<file path="src/rtl/conv_pkg.sv">
// conv_pkg: shared constants and types for the conv1d_requant slice.
//   ACC_W / LANES : default accumulator width and int8 lanes per output word
//   Q31_*         : fixed-point constants used by the SRDHM stage
//   cfg_t         : latched requantization configuration
//   CFG_DEFAULT   : reset configuration (mult 0.5, shift +1 -> identity)
//   left_amt / right_amt : split the signed shift into its two halves
package conv_pkg;

  localparam int ACC_W = 32;
  localparam int LANES = 4;

  localparam logic [31:0] Q31_MIN  = 32'h8000_0000;
  localparam logic [31:0] Q31_MAX  = 32'h7FFF_FFFF;
  localparam logic [31:0] Q31_HALF = 32'h4000_0000;

  // Rounding nudges for the 64-bit product: +2^30 or 1-2^30.
  localparam logic signed [63:0] NUDGE_POS = 64'sh0000_0000_4000_0000;
  localparam logic signed [63:0] NUDGE_NEG = 64'shFFFF_FFFF_C000_0001;

  typedef struct packed {
    logic [31:0] mult;
    logic [5:0]  shift;
    logic [8:0]  out_offset;
    logic [7:0]  act_min;
    logic [7:0]  act_max;
  } cfg_t;

  localparam cfg_t CFG_DEFAULT = '{
    mult:       Q31_HALF,
    shift:      6'd1,
    out_offset: 9'd0,
    act_min:    8'h80,
    act_max:    8'h7F
  };

  // Left shift applied to the accumulator: max(shift, 0).
  function automatic logic [4:0] left_amt(input logic [5:0] shift);
    return shift[5] ? 5'd0 : shift[4:0];
  endfunction

  // Rounding right shift applied after SRDHM: max(-shift, 0).
  function automatic logic [4:0] right_amt(input logic [5:0] shift);
    logic [5:0] neg;
    neg = 6'd0 - shift;
    return shift[5] ? neg[4:0] : 5'd0;
  endfunction

endpackage

</file>
<file path="src/rtl/requant_mul.sv">
// requant_mul: stages S2 and S3 of the requantizer.
//   S2: y = saturating rounding doubling high multiply of x by mult
//   S3: rounding arithmetic right shift, add output zero-point, clamp to int8
// Ports:
//   clk, reset            clock / synchronous active-high reset
//   adv                   pipeline advance; all stages move together
//   s1_valid/last/x       element leaving S1
//   mult, rshift          Q31 multiplier and right shift amount (0..31)
//   out_offset            signed 9-bit zero-point
//   act_min, act_max      signed int8 clamp bounds
//   s2_valid              S2 occupancy (for busy)
//   s3_valid/last/byte    element ready for the packer
module requant_mul (
  input  logic        clk,
  input  logic        reset,
  input  logic        adv,
  input  logic        s1_valid,
  input  logic        s1_last,
  input  logic [31:0] s1_x,
  input  logic [31:0] mult,
  input  logic [4:0]  rshift,
  input  logic [8:0]  out_offset,
  input  logic [7:0]  act_min,
  input  logic [7:0]  act_max,
  output logic        s2_valid,
  output logic        s3_valid,
  output logic        s3_last,
  output logic [7:0]  s3_byte
);
  import conv_pkg::*;

  // ---------------- S2: SRDHM ----------------
  logic signed [63:0] x64;
  logic signed [63:0] m64;
  logic signed [63:0] prod;
  logic signed [63:0] prod_nudged;
  logic [31:0]        quot;
  logic [31:0]        y_next;

  always_comb begin
    x64         = signed'({{32{s1_x[31]}}, s1_x});
    m64         = signed'({{32{mult[31]}}, mult});
    prod        = x64 * m64;
    prod_nudged = prod + (prod[63] ? NUDGE_NEG : NUDGE_POS);
    // Arithmetic shift floors; bump negatives with a remainder to truncate toward zero.
    quot        = prod_nudged[62:31];
    if (prod_nudged[63] && (|prod_nudged[30:0]))
      quot = quot + 32'd1;
    y_next = ((s1_x == Q31_MIN) && (mult == Q31_MIN)) ? Q31_MAX : quot;
  end

  logic        s2_valid_reg;
  logic        s2_last_reg;
  logic [31:0] s2_y_reg;

  always_ff @(posedge clk) begin
    if (reset) begin
      s2_valid_reg <= 1'b0;
      s2_last_reg  <= 1'b0;
      s2_y_reg     <= '0;
    end else if (adv) begin
      s2_valid_reg <= s1_valid;
      s2_last_reg  <= s1_last;
      s2_y_reg     <= y_next;
    end
  end

  // ---------------- S3: rounding shift + offset + clamp ----------------
  logic [31:0]        mask;
  logic [31:0]        thr;
  logic [31:0]        rem;
  logic signed [31:0] z;
  logic               round_up;
  logic [33:0]        sum;
  logic [7:0]         byte_next;

  always_comb begin
    mask     = (32'd1 << rshift) - 32'd1;
    // Ties round away from zero: negatives need a strictly larger remainder.
    thr      = {1'b0, mask[31:1]} + {31'd0, s2_y_reg[31]};
    rem      = s2_y_reg & mask;
    z        = $signed(s2_y_reg) >>> rshift;
    round_up = rem > thr;
    sum      = {{2{z[31]}}, z} + {33'd0, round_up} + {{25{out_offset[8]}}, out_offset};
    if ($signed(sum) < $signed({{26{act_min[7]}}, act_min}))
      byte_next = act_min;
    else if ($signed(sum) > $signed({{26{act_max[7]}}, act_max}))
      byte_next = act_max;
    else
      byte_next = sum[7:0];
  end

  logic       s3_valid_reg;
  logic       s3_last_reg;
  logic [7:0] s3_byte_reg;

  always_ff @(posedge clk) begin
    if (reset) begin
      s3_valid_reg <= 1'b0;
      s3_last_reg  <= 1'b0;
      s3_byte_reg  <= '0;
    end else if (adv) begin
      s3_valid_reg <= s2_valid_reg;
      s3_last_reg  <= s2_last_reg;
      s3_byte_reg  <= byte_next;
    end
  end

  assign s2_valid = s2_valid_reg;
  assign s3_valid = s3_valid_reg;
  assign s3_last  = s3_last_reg;
  assign s3_byte  = s3_byte_reg;

endmodule

</file>
<file path="src/rtl/conv1d_requant.sv">
// conv1d_requant: requantizes a stream of signed convolution accumulators to
// int8 and packs LANES results per 32-bit output word (lane 0 in the MSBs).
// Ports:
//   clk, reset                      clock / synchronous active-high reset
//   cfg_we + cfg_*                  configuration, accepted only while idle
//   in_valid/in_ready/in_last/in_acc   accumulator stream
//   out_valid/out_ready/out_last/out_data  packed int8 stream
//   busy                            elements in flight, partial or pending word
module conv1d_requant #(
  parameter int LANES = conv_pkg::LANES,
  parameter int ACC_W = conv_pkg::ACC_W
) (
  input  logic             clk,
  input  logic             reset,
  input  logic             cfg_we,
  input  logic [31:0]      cfg_mult,
  input  logic [5:0]       cfg_shift,
  input  logic [8:0]       cfg_out_offset,
  input  logic [7:0]       cfg_act_min,
  input  logic [7:0]       cfg_act_max,
  input  logic             in_valid,
  output logic             in_ready,
  input  logic             in_last,
  input  logic [ACC_W-1:0] in_acc,
  output logic             out_valid,
  input  logic             out_ready,
  output logic             out_last,
  output logic [31:0]      out_data,
  output logic             busy
);
  import conv_pkg::*;

  localparam int LANE_W = (LANES > 1) ? $clog2(LANES) : 1;

  logic adv;
  logic busy_int;

  // ---------------- configuration ----------------
  cfg_t cfg_reg;

  always_ff @(posedge clk) begin
    if (reset)
      cfg_reg <= CFG_DEFAULT;
    else if (cfg_we && !busy_int)
      cfg_reg <= '{mult: cfg_mult, shift: cfg_shift, out_offset: cfg_out_offset,
                   act_min: cfg_act_min, act_max: cfg_act_max};
  end

  // ---------------- S1: left shift ----------------
  logic [ACC_W-1:0] acc_shl;
  logic             s1_valid_reg;
  logic             s1_last_reg;
  logic [31:0]      s1_x_reg;

  assign acc_shl = in_acc << left_amt(cfg_reg.shift);

  always_ff @(posedge clk) begin
    if (reset) begin
      s1_valid_reg <= 1'b0;
      s1_last_reg  <= 1'b0;
      s1_x_reg     <= '0;
    end else if (adv) begin
      s1_valid_reg <= in_valid;
      s1_last_reg  <= in_last;
      s1_x_reg     <= acc_shl[31:0];
    end
  end

  // ---------------- S2/S3 ----------------
  logic       s2_valid;
  logic       s3_valid;
  logic       s3_last;
  logic [7:0] s3_byte;

  requant_mul u_requant_mul (
    .clk        (clk),
    .reset      (reset),
    .adv        (adv),
    .s1_valid   (s1_valid_reg),
    .s1_last    (s1_last_reg),
    .s1_x       (s1_x_reg),
    .mult       (cfg_reg.mult),
    .rshift     (right_amt(cfg_reg.shift)),
    .out_offset (cfg_reg.out_offset),
    .act_min    (cfg_reg.act_min),
    .act_max    (cfg_reg.act_max),
    .s2_valid   (s2_valid),
    .s3_valid   (s3_valid),
    .s3_last    (s3_last),
    .s3_byte    (s3_byte)
  );

  // ---------------- packer ----------------
  logic [31:0]       word_reg;
  logic [LANE_W-1:0] lane_reg;
  logic              out_valid_reg;
  logic              out_last_reg;

  logic [31:0]       word_base;
  logic [LANE_W-1:0] lane_base;
  logic [31:0]       word_ins;
  logic [31:0]       word_next;
  logic [LANE_W-1:0] lane_next;
  logic              out_valid_next;
  logic              out_last_next;

  // Whole pipeline freezes only while a finished word is refused downstream.
  assign adv      = !(out_valid_reg && !out_ready);
  assign in_ready = adv;

  // A word leaving this cycle frees the packer, so an arriving byte starts at lane 0.
  logic out_fire;
  assign out_fire  = out_valid_reg && out_ready;
  assign word_base = out_fire ? 32'd0 : word_reg;
  assign lane_base = out_fire ? '0 : lane_reg;

  for (genvar gi = 0; gi < LANES; gi++) begin : g_lane
    assign word_ins[31-8*gi -: 8] = (lane_base == LANE_W'(gi)) ? s3_byte
                                                               : word_base[31-8*gi -: 8];
  end
  if (LANES < 4) begin : g_pad
    assign word_ins[31-8*LANES:0] = word_base[31-8*LANES:0];
  end

  always_comb begin
    word_next      = word_base;
    lane_next      = lane_base;
    out_valid_next = out_fire ? 1'b0 : out_valid_reg;
    out_last_next  = out_fire ? 1'b0 : out_last_reg;
    if (adv && s3_valid) begin
      word_next = word_ins;
      if ((lane_base == LANE_W'(LANES - 1)) || s3_last) begin
        out_valid_next = 1'b1;
        out_last_next  = s3_last;
        lane_next      = '0;
      end else begin
        lane_next = lane_base + LANE_W'(1);
      end
    end
  end

  always_ff @(posedge clk) begin
    if (reset) begin
      word_reg      <= '0;
      lane_reg      <= '0;
      out_valid_reg <= 1'b0;
      out_last_reg  <= 1'b0;
    end else begin
      word_reg      <= word_next;
      lane_reg      <= lane_next;
      out_valid_reg <= out_valid_next;
      out_last_reg  <= out_last_next;
    end
  end

  assign busy_int  = s1_valid_reg || s2_valid || s3_valid || (lane_reg != '0) || out_valid_reg;
  assign busy      = busy_int;
  assign out_valid = out_valid_reg;
  assign out_last  = out_last_reg;
  assign out_data  = word_reg;

endmodule
</file>
<file path="config.mk">
export PLATFORM = sky130hd
export DESIGN_NAME = conv1d_requant
export DESIGN_NICKNAME = d
export VERILOG_FILES = /design/src/rtl/conv_pkg.sv /design/src/rtl/requant_mul.sv /design/src/rtl/conv1d_requant.sv
export SDC_FILE = /design/constraint.sdc
export NUM_CORES = 2
export LEC_CHECK = 0
export BUFFER_PORTS_ARGS = -buffer_cell sky130_fd_sc_hd__clkbuf_2
export CELL_PAD_IN_SITES_DETAIL_PLACEMENT = 1
export CELL_PAD_IN_SITES_GLOBAL_PLACEMENT = 1
export CORE_ASPECT_RATIO = 0.75
export CORE_MARGIN = 5
export CORE_UTILIZATION = 46
export DETAILED_ROUTE_END_ITERATION = 8
export PLACE_DENSITY_LB_ADDON = 0.05
export SLEW_MARGIN = 10
export SYNTH_ARGS = -nofsm -noshare
export SYNTH_HDL_FRONTEND = slang
export SYNTH_SLANG_ARGS = --single-unit
</file>
<file path="constraint.sdc">
create_clock -name clk -period 15.5 [get_ports clk]
set_clock_uncertainty 0.1 [all_clocks]
set_input_delay 3.875 -clock clk [delete_from_list [all_inputs] [get_ports clk]]
set_output_delay 3.875 -clock clk [all_outputs]
set_load 0.05 [all_outputs]
</file>
==> results.toml <==
[status]
outcome = "finished clean"

[logic_synthesis]
synth_top_cell_area_share_pct = 39.4
netlist_area_sq_um = 55000
syn_avg_cell_area_sq_um = 8.34
syn_nets = 8139
netlist_instances = 6592
synthFlopType = "dfxtp_1"
synthAdderAreaFrac_pct = 47.7
synth-simple-area-share_pct = 17.9
synthXorXnorAreaFrac_pct = 3.18
synth_edf_count = 0
seq_area_frac_synth_pct = 6.44
ys_types = 100
synth_compound_area_share_pct = 10.1
yosys_warnings = 0
ys_async_sr_fraction_pct = 0
synth_top_area_cell = "fa_1"
synth_area_leaders = "fa_1 39%, ha_1 8.3%, inv_1 8.2%, nand2_1 8.0%, dfxtp_1 6.4%"
synth_top_family_by_area = "adder cells"
synth_seq_cells = 177
synthMuxAreaShare_pct = 3.64

[worst_setup_path]
cp_max_fo = 13
start_kind = "register"
required_ns = 15.72
cpMostUsedCell = "fa_1"
r2r_slack_ns = 0.78
slowest_stage = "dfxtp_1"
crit_type = "reg -> reg"
cp_slowest_stage_delay_ns = 0.66
worst_setup_path_end_kind = "register"
cp.arrival_ns = 14.94

[sta]
drv_slew = 0
hold_ws_ns = 0.361
hold_viol = 0
rsz0062_at_grt = "false"
fin_crit_sh_pct = 95.0
finalSetupTns_ns = 0
max_slew.worst_pin.slew_ns = 1.18
fin_crit_ns = 14.72
setup_viol = 0
relSlewSlack_pct = 21.4
fmax_ghz = 0.0679

[route]
drtIter0Drc = 3541
vias = 46030
ant_nets = 0
post_drt_wl_per_cell_um = 23.6
vias_per_cell = 5.67
drt_wl_total_um = 192000
dr.pass1.iters = 6
route.detailed.drc = 0

[grt]
grt_first_pass_wirelength_um = 302000
antenna_found_initial = 6
track_usage_pct = 30.7
grt.overflow.total = 0
grt_max_degree = 75
grt_pass1_vias = 49525

[min_path]
min_path_type = "reg -> reg"

[placement]
placedCellCount = 8085
numPortBuffers = 136
hpwl_um = 162000
gp_congestion = 0.933

[clock_tree]
cts_tree = "built"
clk_latency_ns = 0.49
numCtsBuffers = 17
cts_setup_buffers = 0
cts_root_buf = "clkbuf_16"
h-tree-depth = 4
clock-sinks = 177
cts_buffer_depth = 2
clk_pin_slew_ns = 0.08

[layout]
drive_above_1_share_pct = 7.66
fill_cells = 14137
largest_register_ffs = 63
diodes = 0
area_growth_pct = 6.28
layout.cells.non_filler = 8117
nNetsFinal = 8097

[floorplan]
fp-row-count = 109
chipHeight_um = 309
io_pins = 137
start_util_pct = 46.5
die_w_um = 409
dieArea_sq_um = 127000
core_sq_um = 118000

[job]
max_cap_viol_count = 0
[Yosys cell counts, drive strengths merged (15+ instances only)]
| master | count |
|---|---|
| nor2b | 36 |
| xor2 | 63 |
| xnor2 | 136 |
| inv | 1205 |
| a211o | 19 |
| fa | 1083 |
| o21a | 33 |
| or3 | 15 |
| mux4 | 32 |
| a31oi | 44 |
| nor3 | 64 |
| nand4 | 45 |
| nand2 | 1174 |
| nand2b | 71 |
| a21oi | 327 |
| a211oi | 42 |
| and2 | 280 |
| mux2i | 118 |
| nor2 | 194 |
| o21bai | 18 |
| o21ai | 142 |
| dfxtp | 177 |
| o211ai | 34 |
| nand3 | 98 |
| buf | 21 |
| a21o | 88 |
| and3 | 44 |
| ha | 363 |
| clkbuf | 379 |
| nor4 | 40 |
[through the flow]
stage | setup WS, ns | area, sq um | util (%)
floorplan | 0.604 | 55000 | -
global placement | 0.707 | 57700 | 48.8
detailed placement | 0.525 | 57700 | 48.8
CTS | 0.411 | 58400 | 49.4
global route | 0.00576 | 58400 | 49.4
finish | 0.781 | 58400 | 49.4
[critical path, delay by kind of cell (launching register included)]
family	cells	cell delay, ns
and+or+nand+nor	13	3.60
buffers and inverters	7	0.90
DFF	1	0.66
xor gates and xnor gates	1	0.19
adders and majority gates	11	4.77
AOI/OAI and AO/OA	19	4.34
[layout by cell type, fill, tap and decap left out, types with 118 or more instances in the layout]
| cell type | instances |
|---|---|
| a21oi_1 | 325 |
| mux2i_1 | 118 |
| nor2_1 | 191 |
| o21ai_0 | 131 |
| fa_1 | 1082 |
| clkbuf_2 | 135 |
| and2_1 | 274 |
| buf_4 | 198 |
| ha_1 | 363 |
| nand2_1 | 1171 |
| xnor2_1 | 134 |
| dfxtp_1 | 142 |
| inv_1 | 1205 |
[metal layers]
layer  vias to the layer above  GRT usage [%]  share of wire, %
met5                         -              0            0.0068
met4                         2           5.10               1.8
met3                       170           5.45               7.5
met2                      1405           46.1                42
met1                     23976           47.0                48
li1                      20477              -                 -
[worst paths after layout]
path                        startpoint                    endpoint  depth (start not counted)
max                        cfg_reg[47]  u_requant_mul.s2_y_reg[31]                         51
min          u_requant_mul.s2_last_reg   u_requant_mul.s2_last_reg                          2
max reg2reg                cfg_reg[47]  u_requant_mul.s2_y_reg[31]                         51
min reg2reg  u_requant_mul.s2_last_reg   u_requant_mul.s2_last_reg                          2
[repair_timing]
action,4_1_cts,5_1_grt
hold buffers,0,0
resized for setup,0,45
setup endpoints to repair,0,22
[cells by family (layout without fill, tap and decap cells)]
logic type	Yosys count	after routing
multiplexers	159	159
adder cells (fa/ha/maj)	1446	1446
buffers and inverters	1605	1576
flip-flops	177	177
other	2	2
AO/OA/AOI/OAI	876	876
XOR/XNOR	199	199
AND/OR/NAND/NOR	2128	2128
[layout make-up]
cell class	instances	area, sq um	share of cell area [%]
Multi-Input combinational cell	4810	45500	77.8
Inverter	1205	4520	7.74
Sequential cell	177	3600	6.16
Timing Repair Buffer	339	2270	3.89
Tap cell	1554	1940	3.33
Clock buffer	17	425	0.728
Clock inverter	15	211	0.362
Power is left out: the tool's default activity adds up to more than one toggle a clock period on the data nets, which glitch-free logic cannot reach.
